<file path="src/rtl/keypad_scanner.sv">
// 4x4 matrix keypad scanner: one column driven low at a time, debounced press/release, one-cycle key event.
// Optional auto-repeat while a key is held is enabled by defining KEYPAD_REPEAT_EN.
module keypad_scanner #(
   parameter int unsigned SCAN_CYCLES     = 48_000,
   parameter int unsigned DEBOUNCE_CYCLES = 960_000,
   parameter int unsigned REPEAT_CYCLES   = 24_000_000
) (
   input  logic       clk,
   input  logic       reset,
   input  logic [3:0] rows,
   output logic [3:0] cols,
   output logic [3:0] key_code,
   output logic       key_valid,
   output logic       key_held
);

   localparam int unsigned BASE_MAX = (SCAN_CYCLES > DEBOUNCE_CYCLES) ? SCAN_CYCLES : DEBOUNCE_CYCLES;
`ifdef KEYPAD_REPEAT_EN
   localparam int unsigned MAX_CYCLES = (REPEAT_CYCLES > BASE_MAX) ? REPEAT_CYCLES : BASE_MAX;
`else
   localparam int unsigned MAX_CYCLES = BASE_MAX;
`endif
   localparam int unsigned CNT_W = $clog2(MAX_CYCLES) + 1;

   if (SCAN_CYCLES < 4 || DEBOUNCE_CYCLES < 2 || REPEAT_CYCLES < 2) begin : g_param_check
      $error("keypad_scanner: cycle parameters out of range");
   end

   typedef enum logic [2:0] {
      SCAN,
      DEBOUNCE,
      PRESSED,
      HOLD,
      RELEASE
   } state_t;

   state_t           state, state_n;
   logic [CNT_W-1:0] cnt, cnt_n;
   logic [1:0]       col_idx, col_idx_n;
   logic [1:0]       row_idx, row_idx_n;
   logic [3:0]       cols_n;
   logic [3:0]       key_code_n;
   logic             key_valid_n;
   logic             key_held_n;
   logic [3:0]       rows_m, rows_s;
   logic [1:0]       low_row;
   logic             any_low;
   logic             key_low;
`ifdef KEYPAD_REPEAT_EN
   logic [CNT_W-1:0] rep_cnt, rep_cnt_n;
`endif

   // Row-major hex legend of the keypad.
   function automatic logic [3:0] key_map(input logic [1:0] r, input logic [1:0] c);
      case ({r, c})
         4'h0: key_map = 4'h1;
         4'h1: key_map = 4'h2;
         4'h2: key_map = 4'h3;
         4'h3: key_map = 4'hA;
         4'h4: key_map = 4'h4;
         4'h5: key_map = 4'h5;
         4'h6: key_map = 4'h6;
         4'h7: key_map = 4'hB;
         4'h8: key_map = 4'h7;
         4'h9: key_map = 4'h8;
         4'hA: key_map = 4'h9;
         4'hB: key_map = 4'hC;
         4'hC: key_map = 4'hE;
         4'hD: key_map = 4'h0;
         4'hE: key_map = 4'hF;
         default: key_map = 4'hD;
      endcase
   endfunction

   // Two-flop synchronizer for the asynchronous row pins.
   always_ff @(posedge clk) begin
      if (reset) begin
         rows_m <= 4'hF;
         rows_s <= 4'hF;
      end else begin
         rows_m <= rows;
         rows_s <= rows_m;
      end
   end

   // Lowest-index low row wins when several keys share the driven column.
   always_comb begin
      low_row = 2'd0;
      for (int i = 3; i >= 0; i--) begin
         if (!rows_s[i]) low_row = 2'(i);
      end
      any_low = (rows_s != 4'hF);
      key_low = ~rows_s[row_idx];
   end

   always_ff @(posedge clk) begin
      if (reset) begin
         state     <= SCAN;
         cnt       <= '0;
         col_idx   <= 2'd0;
         row_idx   <= 2'd0;
         cols      <= 4'b1110;
         key_code  <= 4'h0;
         key_valid <= 1'b0;
         key_held  <= 1'b0;
`ifdef KEYPAD_REPEAT_EN
         rep_cnt   <= '0;
`endif
      end else begin
         state     <= state_n;
         cnt       <= cnt_n;
         col_idx   <= col_idx_n;
         row_idx   <= row_idx_n;
         cols      <= cols_n;
         key_code  <= key_code_n;
         key_valid <= key_valid_n;
         key_held  <= key_held_n;
`ifdef KEYPAD_REPEAT_EN
         rep_cnt   <= rep_cnt_n;
`endif
      end
   end

   always_comb begin
      state_n     = state;
      cnt_n       = cnt;
      col_idx_n   = col_idx;
      row_idx_n   = row_idx;
      key_code_n  = key_code;
      key_valid_n = 1'b0;
      key_held_n  = key_held;
`ifdef KEYPAD_REPEAT_EN
      rep_cnt_n   = rep_cnt;
`endif
      case (state)
         SCAN: begin
            if (cnt == CNT_W'(SCAN_CYCLES - 1)) begin
               cnt_n = '0;
               if (any_low) begin
                  row_idx_n = low_row;
                  state_n   = DEBOUNCE;
               end else begin
                  col_idx_n = col_idx + 2'd1;
               end
            end else begin
               cnt_n = cnt + CNT_W'(1);
            end
         end
         DEBOUNCE: begin
            if (!key_low) begin
               state_n = SCAN;
               cnt_n   = '0;
            end else if (cnt == CNT_W'(DEBOUNCE_CYCLES - 1)) begin
               state_n = PRESSED;
               cnt_n   = '0;
            end else begin
               cnt_n = cnt + CNT_W'(1);
            end
         end
         PRESSED: begin
            key_code_n  = key_map(row_idx, col_idx);
            key_valid_n = 1'b1;
            key_held_n  = 1'b1;
            state_n     = HOLD;
`ifdef KEYPAD_REPEAT_EN
            rep_cnt_n   = '0;
`endif
         end
         HOLD: begin
            if (!key_low) begin
               state_n = RELEASE;
               cnt_n   = '0;
`ifdef KEYPAD_REPEAT_EN
               rep_cnt_n = '0;
            end else if (rep_cnt == CNT_W'(REPEAT_CYCLES - 1)) begin
               rep_cnt_n   = '0;
               key_valid_n = 1'b1;
            end else begin
               rep_cnt_n = rep_cnt + CNT_W'(1);
`endif
            end
         end
         RELEASE: begin
            if (key_low) begin
               state_n = HOLD;
               cnt_n   = '0;
            end else if (cnt == CNT_W'(DEBOUNCE_CYCLES - 1)) begin
               key_held_n = 1'b0;
               col_idx_n  = col_idx + 2'd1;
               state_n    = SCAN;
               cnt_n      = '0;
            end else begin
               cnt_n = cnt + CNT_W'(1);
            end
         end
         default: begin
            state_n = SCAN;
            cnt_n   = '0;
         end
      endcase
      cols_n = ~(4'b0001 << col_idx_n);
   end

endmodule

</file>
<file path="config.mk">
export PLATFORM = sky130hd
export DESIGN_NAME = keypad_scanner
export DESIGN_NICKNAME = d
export VERILOG_FILES = /design/src/rtl/keypad_scanner.sv
export SDC_FILE = /design/constraint.sdc
export NUM_CORES = 1
export LEC_CHECK = 0
export ABC_AREA = 1
export CAP_MARGIN = 20
export CORE_UTILIZATION = 60
export DETAILED_ROUTE_END_ITERATION = 16
export PLACE_DENSITY = 0.92
export SETUP_SLACK_MARGIN = 0.1
export SYNTH_ARGS = -nofsm -noshare
export SYNTH_HDL_FRONTEND = slang
export SYNTH_SLANG_ARGS = --single-unit
</file>
<file path="constraint.sdc">
create_clock -name clk -period 3.4 [get_ports clk]
set_clock_uncertainty 0.1 [all_clocks]
set_input_delay 0.51 -clock clk [delete_from_list [all_inputs] [get_ports clk]]
set_output_delay 0.51 -clock clk [all_outputs]
set_load 0.005 [all_outputs]
</file>
==> results of run 1 <==
-- routing by layer --
layer	up-vias	track usage	wire length (um)
met5	-	0	0
met4	0	0.138	119
met3	12	0.0603	418
met1	1077	0.320	2360
li1	1209	-	-
met2	109	0.429	2430
-- worst max-delay path: cells and delay by family (launching register included) --
kind,cells,cell delay [ns]
buf+inv,4,0.57
simple gates,6,1.07
flops,1,0.39
-- path summary, 6_finish.rpt --
check / end / slack, ns / cells past startpoint
setup / recovery: cnt[11] / 1.21 / 10
hold / removal: rows_s[3] / 0.32 / 1
setup reg to reg: cnt[11] / 1.21 / 10
hold reg to reg: rows_s[3] / 0.32 / 1
-- per-stage QoR --
step           power [uW]  hold slack, ns  setup slack, ns  instances   util
4_1_cts              1160           0.317             1.23        436  0.687
5_1_grt              1200           0.338            0.976        436  0.687
3_3_place_gp          745           0.290             1.22        428  0.658
3_5_place_dp          751           0.296             1.14        428  0.658
6_report             1160           0.315             1.21        436  0.687
2_1_floorplan         719           0.289             1.75        371      -
-- synth_stat cells, drive strengths merged --
cell type	instances
a31o	1
o211ai	2
o22ai	1
nand3	26
nor3b	3
o21ai	17
nor3	9
and3	1
nand3b	1
xnor2	1
ha	5
a211oi	1
nor2	62
a21oi	14
nand4	13
o21bai	1
or2	11
xor2	2
a31oi	1
nand2	95
a21boi	1
dfxtp	46
inv	49
buf	6
clkbuf	2
-- power groups by stage --
stage	clock network (uW)	registers [uW]	logic (uW)
after floorplan	0	589	131
after global placement	0	591	154
after detailed placement	0	593	158
after CTS	420	580	159
after global routing	439	585	179
final	414	581	161
-- registers in the layout, indices dropped and copies added (netlist names) --
signal and count:
cnt 21, key_held 1, row_idx 2, cols 4, key_valid 1, rows_s 4, state 3, rows_m 4
key_code 4, col_idx 2
-- cells by family after synthesis --
| group | count (synthesis) | synth area share |
|---|---|---|
| adder cells (fa/ha/maj) | 5 | 0.0252 |
| buffers and inverters | 57 | 0.103 |
| flip-flops | 46 | 0.370 |
| AND/OR/NAND/NOR | 221 | 0.402 |
| XOR/XNOR | 3 | 0.0106 |
| AO/OA/AOI/OAI | 39 | 0.0890 |
-- layout make-up --
cell class                 count  area [um^2]  area share
multi-input combinational    268         1310       0.477
sequential                    46          921       0.335
inverter                      49          189      0.0688
timing repair buffer          15          150      0.0547
clock buffer                   5         68.8      0.0251
tap                           50         62.6      0.0228
clock inverter                 3         43.8      0.0159
==> reports/metrics.yaml, run 1 <==
outcome:
  status: "finished clean"
global_routing:
  grt_antenna_before_repair: 0
  track_usage: 0.263
  grt_pass1_wl_um: 8800
  grt_overflow: 0
  grt_max_degree: 16
  grt_pass1_vias: 2134
die:
  initial_core_util: 0.622
  dieArea_mm2: 0.00441
  coreArea_mm2: 0.00400
  die_w_um: 66.4
  die_h_um: 66.4
  io_pins: 16
  row_count: 23
cts:
  cts.sinks: 46
  post-cts-setup-buffers: 0
  clk_latency_ns: 0.31
  cts_resized: 0
  cts_max_level: 2
  path_clk_slew_ns: 0.08
  cts_inserted_buffers: 5
  cts_hold_buf: 0
  root_buffer: "clkbuf_8"
  cts_tree: "yes"
  cts_buffer_depth: 2
sta:
  rsz0062_at_grt: "no"
  finalHoldViolCount: 0
  fin_crit_sh: 0.643
  setup_viol: 0
  max_freq_mhz: 457
  worstMarginPinSlew_ns: 0.546
  setup_tns_ns: 0
  maxSlewViolCount: 0
  period_minus_slack_ns: 2.19
  maxSlewHeadroom: 0.633
layout:
  diodes: 0
  mostFrequentLayoutCell: "nand2_1"
  drive_above_1_share: 0.0984
  final_cell_mix: "89 x nand2_1, 60 x nor2_1, 46 x dfxtp_1"
  syn_to_final_growth_pct: 10.4
  nets: 396
  postLayoutCellArea_mm2: 0.00275
  fillers: 336
hold_path:
  holdCritStartpoint: "rows_m[3]"
  hold_class: "reg -> reg"
pwr:
  vdd_drop_max_v: 0.000348
  power_density_mw_per_mm2: 421
  power_leakage_uw: 0.00116
  p_sw_uw: 322
  p_comb_frac: 0.139
  switching_share: 0.279
  internal_power_uw: 834
  p_clk_frac: 0.358
  seqPwrFrac: 0.503
synth:
  ys_seq_area_frac: 0.370
  synth_top_area_cell: "dfxtp_1"
  synth_top_area_frac: 0.370
  ys_ff_latch: 46
  syn-instance-count: 371
  ys.warnings.count: 0
  syn_area_mm2: 0.00249
  synth_nets: 382
  yosysUniqueCellTypes: 38
  avgSynthCellArea_um2: 6.70
  ys_top_cells_by_area: "dfxtp_1 37%, nand2_1 13%, nor2_1 9.1%"
place:
  gp_congestion: 0.940
  dp_hpwl_um: 3970
  io_buffers: 15
  placed_cell_area_mm2: 0.00263
job:
  maxCapViolCount: 0
drt:
  vias: 2407
  dr.pass1.iters: 5
  drt-total-wl_um: 5330
  drt_iter0_markers: 241
  drc_errors: 0
  postRouteAntennaNets: 0
  drt-vias-per-instance: 5.52
  wl_per_cell_um: 12.2
worst_setup_path:
  cp-start-kind: "flop"
  r2r-start: "state[1]"
  crit_top_cell: "inv_2"
  path_class: "reg -> reg"
  cp_slowest_stage_delay_ns: 0.39
  startpoint: "state[1]"
  cpMaxStageDelayCell: "dfxtp_1"
  critPathCaptureType: "flop"
  crit_path_max_fanout: 14
  required_ns: 3.54
  path_cells: "inv_1, nor3_2, inv_2, nand2_2, inv_2, nand3_2, nand2_4, inv_2, nand2_1, nor2_1"
  cp.arrival_ns: 2.33
(Power assumes the default switching activity.)
==> run 2, diff against run 1 <==
--- a/config.mk
+++ b/config.mk
@@ -7,9 +7,9 @@
 export LEC_CHECK = 0
 export ABC_AREA = 1
 export CAP_MARGIN = 20
-export CORE_UTILIZATION = 60
+export CORE_UTILIZATION = 59
 export DETAILED_ROUTE_END_ITERATION = 16
-export PLACE_DENSITY = 0.92
+export PLACE_DENSITY = 0.91
 export SETUP_SLACK_MARGIN = 0.1
 export SYNTH_ARGS = -nofsm -noshare
 export SYNTH_HDL_FRONTEND = slang
==> constraint.sdc (replaced) <==
create_clock -name clk -period 2.1 [get_ports clk]
set_clock_uncertainty 0.1 [all_clocks]
set_input_delay 0.315 -clock clk [delete_from_list [all_inputs] [get_ports clk]]
set_output_delay 0.315 -clock clk [all_outputs]
set_load 0.005 [all_outputs]
==> run 2 against run 1 <==
  * Sequential cell count is the same
  * Non-clock buffer count grew 12
  * Register-to-register slack lost 1.0 ns
  * Critical path depth up 1
  * Combinational power grew 96%
  * Via count up 2.7%
  * Sequential share of layout area decreased by 1.1 points
  * Wire length up 11%
  * Worst setup slack got worse by 1.0 ns
  * Final area up 3.8%
  * First-iteration DRC count decreased by 9.1%
  * Largest cell class unchanged
  * Largest power group unchanged
==> reports/metrics.yaml, run 2 (same netlist as run 1, synthesis figures left out) <==
hold_path:
  hold_class: "reg -> reg"
worst_setup_path:
  cp-start-kind: "flop"
  required_ns: 2.25  # -1.29 ns
  crit_path_max_fanout: 10  # -4
  critPathCaptureType: "flop"
  startpoint: "cnt[0]"
  r2r_cells: 11  # +1
  cp.arrival_ns: 2.04  # -0.29 ns
  crit_path_end: "cnt[16]"
  rrSetupSlack_ns: 0.21  # -1.00 ns
  crit-reg2reg-capture: "cnt[16]"
  r2r-start: "cnt[0]"
  path_class: "reg -> reg"
place:
  dp_hpwl_um: 4240  # +6.6%
  io_buffers: 15  # unchanged
  placed_cell_area_mm2: 0.00269  # +2.0%
  numPlacedInstances: 435  # +1.6%
  gp_congestion: 1.05  # +12%
sta:
  maxSlewHeadroom: 0.774  # +0.141
  setup_viol: 0  # unchanged
  fin_crit_sh: 0.898  # +0.255
  hold_slack_ns: 0.314  # -0.00100 ns
  rsz0062_at_grt: "yes"
  worstMarginPinSlew_ns: 0.338  # -0.208 ns
  max_freq_mhz: 530  # +16%
  maxSlewViolCount: 0  # unchanged
  finalHoldViolCount: 0  # unchanged
  period_minus_slack_ns: 1.89  # -0.301 ns
  setup_tns_ns: 0  # unchanged
layout:
  final_cell_mix: "88 x nand2_1, 57 x nor2_1, 45 x inv_1"
  multiInputGateArea_mm2: 0.00134  # +2.2%
  syn_to_final_growth_pct: 14.6
  nets: 408  # +3.0%
  largest_register_ffs: 21  # unchanged
  postLayoutCellArea_mm2: 0.00285  # +3.8%
  instances_no_fill: 448  # +2.8%
  mostFrequentLayoutCell: "nand2_1"
  diodes: 0  # unchanged
  fillers: 328  # -2.4%
  drive_above_1_share: 0.146  # +0.0473
  regArea_um2: 925  # +0.41%
  largest_register: "cnt"
die:
  coreArea_mm2: 0.00403  # +0.72%
  initial_core_util: 0.617  # -0.00444
  io_pins: 16  # unchanged
  dieArea_mm2: 0.00448  # +1.6%
  die_h_um: 66.9  # +0.82%
  row_count: 23  # unchanged
  die_w_um: 66.9  # +0.82%
global_routing:
  grt_pass1_vias: 2137  # +0.14%
  grt_antenna_before_repair: 0  # unchanged
  grt_pass1_wl_um: 9430  # +7.1%
  track_usage: 0.282  # +0.0189
  grt_overflow: 0  # unchanged
  grt_max_degree: 17  # +1
drt:
  vias: 2471  # +2.7%
  drt_iter0_markers: 219  # -9.1%
  drt-vias-per-instance: 5.52  # about the same
  postRouteAntennaNets: 0  # unchanged
  wl_per_cell_um: 13.3  # +8.5%
  dr.pass1.iters: 4  # -1
  drt-total-wl_um: 5940  # +11%
  drc_errors: 0  # unchanged
cts:
  cts_inserted_buffers: 5  # unchanged
  cts.sinks: 46  # unchanged
  root_buffer: "clkbuf_8"
  cts_tree: "yes"
  cts_hold_buf: 0  # unchanged
  cts_buffer_depth: 2  # unchanged
  cts_max_level: 2  # unchanged
  clk_latency_ns: 0.31  # about the same
  path_clk_slew_ns: 0.09  # about the same
outcome:
  status: "finished clean"
pwr:
  vdd_drop_max_v: 0.000415  # +19%
  finalPower_uw: 1830  # +58%
  power_density_mw_per_mm2: 642  # +53%
  power_leakage_uw: 0.00121  # +3.9%
job:
  maxCapViolCount: 0  # unchanged
==> run 2: repair_timing <==
| item | CTS | global route |
|---|---|---|
| endpoints found under the setup margin | 5 | 22 |
| pin swaps | 0 | 1 |
| setup buffers | 0 | 5 |
| gates resized for setup | 1 | 11 |
==> run 2: area by class of cell <==
type,count,area share
Timing Repair Buffer,27,0.0842
Clock buffer,5,0.0241
Inverter,49,0.0671
Clock inverter,3,0.00834
Tap cell,50,0.0219
Multi-Input combinational cell,268,0.470
Sequential cell,46,0.324
==> run 2: routing by layer <==
metal	part of all wire	up-vias	global-route usage
met2	0.46	93	0.444
li1	-	1239	-
met1	0.44	1119	0.357
met3	0.071	20	0.0514
met4	0.028	0	0.160
met5	0	-	0
==> run 2: worst min-delay path by stage <==
stage / slack, ns / from / to / depth (start not counted)
after detailed placement: 0.30 / rows_m[2] / rows_s[2] / 1
after floorplan: 0.29 / rows_m[0] / rows_s[0] / 1
after CTS: 0.32 / rows_m[2] / rows_s[2] / 1
after global routing: 0.34 / rows_m[0] / rows_s[0] / 1
after global placement: 0.29 / rows_m[2] / rows_s[2] / 1
final: 0.31 / rows_m[2] / rows_s[2] / 1
==> run 2: critical path, stage by stage (launching register included) <==
cell and delay [ns]:
dfxtp_2 0.35, ha_1 0.22, nand2_1 0.09, inv_1 0.04
nand2_1 0.15, inv_1 0.10, nand3_1 0.14, nand2_2 0.10
nand3_2 0.13, nand2_8 0.09, buf_4 0.16, nor3_2 0.15
==> run 2: report_power, final <==
part	internal, uW	switching [uW]
clock	238	333
sequential	907	36.9
combinational	124	192
==> run 2: stage by stage <==
step / worst slack (ns) / utilization
2_1_floorplan: 0.451 / -
3_3_place_gp: 0.209 / 0.667
3_5_place_dp: 0.0938 / 0.667
4_1_cts: 0.131 / 0.690
5_1_grt: 0.0816 / 0.708
6_report: 0.214 / 0.708
==> run 3, diff against run 2 <==
--- a/config.mk
+++ b/config.mk
@@ -8,6 +8,7 @@
 export ABC_AREA = 1
 export CAP_MARGIN = 20
 export CORE_UTILIZATION = 59
+export CTS_CLUSTER_SIZE = 14
 export DETAILED_ROUTE_END_ITERATION = 16
 export PLACE_DENSITY = 0.91
 export SETUP_SLACK_MARGIN = 0.1
==> results of run 3 <==
The final DEF is identical to that of run 2; final timing and power are the same.
